$ cat src/rtl/xnor_cmp_pkg.sv
// Shared constants and FSM state encoding for the sequential XNOR comparator.
package xnor_cmp_pkg;

  localparam int DEFAULT_WIDTH = 8;
  localparam int DEFAULT_STEP  = 1;

  typedef enum logic [1:0] {
    ST_IDLE = 2'd0,
    ST_RUN  = 2'd1,
    ST_DONE = 2'd2
  } state_e;

endpackage

$ cat src/rtl/xnor_slice.sv
// Combinational STEP-bit XNOR of two slices, plus the popcount of the result.
module xnor_slice
  import xnor_cmp_pkg::*;
#(
  parameter  int STEP  = DEFAULT_STEP,
  localparam int CNT_W = $clog2(STEP + 1)
) (
  input  logic [STEP-1:0]  i_a,
  input  logic [STEP-1:0]  i_b,
  output logic [STEP-1:0]  o_vec,
  output logic [CNT_W-1:0] o_cnt
);

  // NOTE: every output gets a value before the loop, so no path leaves it unassigned and no latch is inferred.
  always_comb begin
    o_vec = ~(i_a ^ i_b);
    o_cnt = '0;
    for (int k = 0; k < STEP; k++) begin
      o_cnt = o_cnt + CNT_W'(o_vec[k]);
    end
  end

endmodule

$ cat src/rtl/xnor_compare_seq.sv
// Sequential bit-wise XNOR comparator, STEP bits per cycle over a WIDTH-bit operand pair.
// Define XNOR_CMP_EARLY_EXIT_EN to stop at the first slice that contains a mismatch.
module xnor_compare_seq
  import xnor_cmp_pkg::*;
#(
  parameter  int WIDTH = DEFAULT_WIDTH,
  parameter  int STEP  = DEFAULT_STEP,
  localparam int CNT_W = $clog2(WIDTH + 1)
) (
  input  logic             clk,
  input  logic             reset,
  input  logic             start,
  input  logic [WIDTH-1:0] a,
  input  logic [WIDTH-1:0] b,
  output logic             busy,
  output logic             done,
  output logic             eq,
  output logic [WIDTH-1:0] match_vec,
  output logic [CNT_W-1:0] match_cnt
);

  localparam int SCNT_W = $clog2(STEP + 1);

  state_e             r_state;
  state_e             w_next;
  logic [WIDTH-1:0]   r_a;
  logic [WIDTH-1:0]   r_b;
  logic [WIDTH-1:0]   r_match_vec;
  logic [CNT_W-1:0]   r_match_cnt;
  logic [CNT_W-1:0]   r_pos;
  logic               r_eq;
  logic [STEP-1:0]    w_slice_vec;
  logic [SCNT_W-1:0]  w_slice_cnt;
  logic               w_accept;
  logic               w_run_end;
  logic               w_slice_miss;

  assign w_accept     = (r_state == ST_IDLE) && start;
  assign w_run_end    = (r_pos == CNT_W'(WIDTH));
  assign w_slice_miss = (w_slice_cnt != SCNT_W'(STEP));

  // Operand copies shift right each RUN cycle so the current slice always sits in the low bits.
  xnor_slice #(.STEP(STEP)) u_slice (
    .i_a   (r_a[STEP-1:0]),
    .i_b   (r_b[STEP-1:0]),
    .o_vec (w_slice_vec),
    .o_cnt (w_slice_cnt)
  );

  always_comb begin
    w_next = r_state;
    unique case (r_state)
      ST_IDLE: if (start) w_next = ST_RUN;
      // The extra RUN cycle after the last slice registers eq from the final count.
      ST_RUN: begin
        if (w_run_end) w_next = ST_DONE;
`ifdef XNOR_CMP_EARLY_EXIT_EN
        else if (w_slice_miss) w_next = ST_DONE;
`endif
      end
      ST_DONE: w_next = ST_IDLE;
      default: w_next = ST_IDLE;
    endcase
  end

  // NOTE: sequential state uses non-blocking assignments so every register samples pre-edge values.
  always_ff @(posedge clk) begin
    if (reset) r_state <= ST_IDLE;
    else       r_state <= w_next;
  end

  // NOTE: operand copies carry no reset; they are only observed after a start reloads them.
  always_ff @(posedge clk) begin
    if (!reset && w_accept) begin
      r_a <= a;
      r_b <= b;
    end else if (r_state == ST_RUN) begin
      r_a <= r_a >> STEP;
      r_b <= r_b >> STEP;
    end
  end

  always_ff @(posedge clk) begin
    if (reset || w_accept) begin
      r_match_vec <= '0;
      r_match_cnt <= '0;
      r_pos       <= '0;
      r_eq        <= 1'b0;
    end else if (r_state == ST_RUN) begin
      if (!w_run_end) begin
        r_match_vec <= r_match_vec | (WIDTH'(w_slice_vec) << r_pos);
        r_match_cnt <= r_match_cnt + CNT_W'(w_slice_cnt);
        r_pos       <= r_pos + CNT_W'(STEP);
      end else begin
        r_eq <= (r_match_cnt == CNT_W'(WIDTH));
      end
    end
  end

  assign busy      = (r_state != ST_IDLE);
  assign done      = (r_state == ST_DONE);
  assign eq        = r_eq;
  assign match_vec = r_match_vec;
  assign match_cnt = r_match_cnt;

endmodule
$ cat config.mk
export PLATFORM = sky130hd
export DESIGN_NAME = xnor_compare_seq
export DESIGN_NICKNAME = d
export VERILOG_FILES = /design/src/rtl/xnor_cmp_pkg.sv /design/src/rtl/xnor_slice.sv /design/src/rtl/xnor_compare_seq.sv
export SDC_FILE = /design/constraint.sdc
export NUM_CORES = 1
export LEC_CHECK = 0
export CELL_PAD_IN_SITES_DETAIL_PLACEMENT = 1
export CELL_PAD_IN_SITES_GLOBAL_PLACEMENT = 2
export CORE_UTILIZATION = 35
export CTS_CLUSTER_DIAMETER = 100
export CTS_CLUSTER_SIZE = 28
export DETAILED_ROUTE_END_ITERATION = 6
export PLACE_DENSITY_LB_ADDON = 0.1
export SETUP_SLACK_MARGIN = 0.1
export SLEW_MARGIN = 20
export SYNTH_ARGS = -nofsm -noshare
export SYNTH_HDL_FRONTEND = slang
export SYNTH_SLANG_ARGS = --single-unit
$ cat constraint.sdc
create_clock -name clk -period 3.8 [get_ports clk]
set_input_delay 0.57 -clock clk [delete_from_list [all_inputs] [get_ports clk]]
set_output_delay 0.57 -clock clk [all_outputs]
set_load 0.02 [all_outputs]
==> impl_metrics.tcl <==
set metrics [dict create \
    cts_tree "built" \
    clock_path_buffers 2 \
    grt-ovfl-total 0 \
    whs_ps 471 \
    crit_type "reg2reg" \
    synth_top_area_share_pct 30.4 \
    grt_pass1_vias 1160 \
    synth.area.top_cells "edfxtp_1 30%, dfxtp_1 24%, mux2_1 7.1%" \
    drt_iter0_drc 54 \
    period_share_pct 60.6 \
    reg2reg_slack_ps 1500 \
    setup_ws_ps 1500 \
    fin_setup_tns_ps 0 \
    track_usage_pct 14.6 \
    dp_hpwl_um 2340 \
    antenna_found_initial 0 \
    max_cap_violations 0 \
    finalHoldViolCount 0 \
    ctsHoldBuffers 0 \
    core_mm2 0.00435 \
    wl_per_cell_um 15.0 \
    num_io_pins 34 \
    htree_levels 2 \
    yosysTopAreaCell "edfxtp_1" \
    synthCells 132 \
    area_growth_pct 29.0 \
    rsz0062_at_grt "no" \
    root_buffer "clkbuf_8" \
    cp-start-kind "flip-flop" \
    ys_async_sr_fraction_pct 0 \
    min_path_type "reg2reg" \
    outcome "complete, no violations" \
    num_vias 1143 \
    clock-sinks 35 \
    io_buffer_count 33 \
    crit_required_ps 4010 \
    slew-limit-headroom_pct 43.5 \
    synth_area_per_cell_um2 12.0 \
    grt_max_degree 18 \
    setup_violations 0 \
    path_max_fanout 9 \
    seq_area_frac_synth_pct 54.5 \
    skew_ps 6.71 \
    crit_path_end_kind "flip-flop" \
    insertion_delay_ps 290 \
    synth_edf_count 16 \
    preCtsSetupSlack_ps 1460 \
    ys_types 37 \
    die_h_um 69.2 \
    fin_nets 189 \
    synth_seq_cells 35 \
    min_period_ps 2300 \
    drc 0 \
    synth_area_mm2 0.00158 \
    viasPerCell 5.22 \
    drive_gt1_share_pct 11.4 \
    worstMarginPinSlew_ps 836 \
    ys_warn_count 0 \
    fp.dieArea_mm2 0.00478 \
    p_leak_nw 0.697 \
    power.density_mw_per_mm2 424 \
    nFillCells 480 \
    synth_most_common_cell "dfxtp_1" \
    synth_ff_type "dfxtp_1" \
    die_x_um 69.2 \
    path_clk_slew_ps 70 \
    worstPathArrival_ps 2510 \
    cts_resized 0 \
    synth_commonest_cells "19 x dfxtp_1, 16 x edfxtp_1, 10 x mux2_1, 9 x nor2_1, 8 x a21oi_1" \
    drt_wl_total_um 3300 \
    grt_pass1_wl_um 5450 \
    fp-row-count 24 \
    initial_core_util_pct 36.3 \
    slew_violations 0 \
    cts_buffers 5 \
    postCtsSetupBuffers 0 \
    peakVddDrop_uv 197 \
    drtPass1Iterations 4 \
    postRouteAntennaNets 0 \
    globalplace.congestion 0.652 \
    fmax_mhz 434 \
    diodes 0 \
    syn_nets 155 \
]
## cells in the final DEF (no fill, tap or decap), drive strengths merged, types with 3 or more instances in the layout
cell / count
clkdlybuf4s50: 33
dfxtp: 19
edfxtp: 16
mux2: 14
nor2: 10
a21oi: 9
o21ai: 6
nand3: 5
clkbuf: 5
a31oi: 4
a41oi: 4
ha: 4
inv: 3
nor2b: 3
nand3b: 3
nand2: 3
o31ai: 3
or4: 3
## registers in the layout, indices dropped and copies added, names as in the netlist
register / cells
r_a: 8
match_vec: 8
match_cnt: 4
r_state: 2
eq: 1
r_b: 8
r_pos: 4
## final cells by class
type                            count  area, um2  area share (%)
Sequential cell                    35        861            42.3
Multi-Input combinational cell     87        649            31.9
Timing Repair Buffer               34        338            16.6
Inverter                            3       11.3           0.553
Clock inverter                      3       43.8            2.15
Tap cell                           52       65.1            3.19
Clock buffer                        5       68.8            3.38
## metrics by stage
step | power, mW | instances | cell area, um2 | util, %
floorplan | 0.495 | 132 | 1580 | -
global placement | 0.529 | 211 | 1920 | 44.2
detailed placement | 0.534 | 211 | 1920 | 44.2
CTS | 0.873 | 219 | 2040 | 46.8
global route | 0.899 | 219 | 2040 | 46.8
finish | 0.864 | 219 | 2040 | 46.8
## final timing paths
check,start,to,cells past startpoint
max reg2reg,r_b[0],match_cnt[2],6
max,r_b[0],match_cnt[2],6
min reg2reg,match_vec[4],match_vec[4],2
min,match_vec[4],match_vec[4],2
## power by group
part,total [mW],internal [mW],switching (mW),leakage (nW)
Clock,0.340,0.195,0.145,0.0581
Combinational,0.0908,0.0447,0.0462,0.330
Sequential,0.433,0.422,0.0105,0.309
## logic make-up after synthesis
| kind of cell | share of synthesized area (%) |
|---|---|
| compound gates | 10.2 |
| xor+xnor | 1.11 |
| fa+ha+maj | 3.17 |
| buf+inv | 4.36 |
| flops | 54.5 |
| mux | 9.98 |
| simple gates | 16.6 |
## critical path, cell delays in order, from the launching register on
cell and delay [ps]:
edfxtp_1 380, xnor2_1 690, ha_1 330, ha_1 150, inv_1 40, or4_1 490
a21oi_1 140
## routing by layer
layer  up-vias  track usage, %  part of all wire, %
li1        560               -                    -
met1       555            17.0                   43
met2        23            25.6                   52
met3         5            3.51                  3.1
met4         0            6.12                  1.5
met5         -               0                    0
No activity file was read; power rests on OpenSTA's default activity.
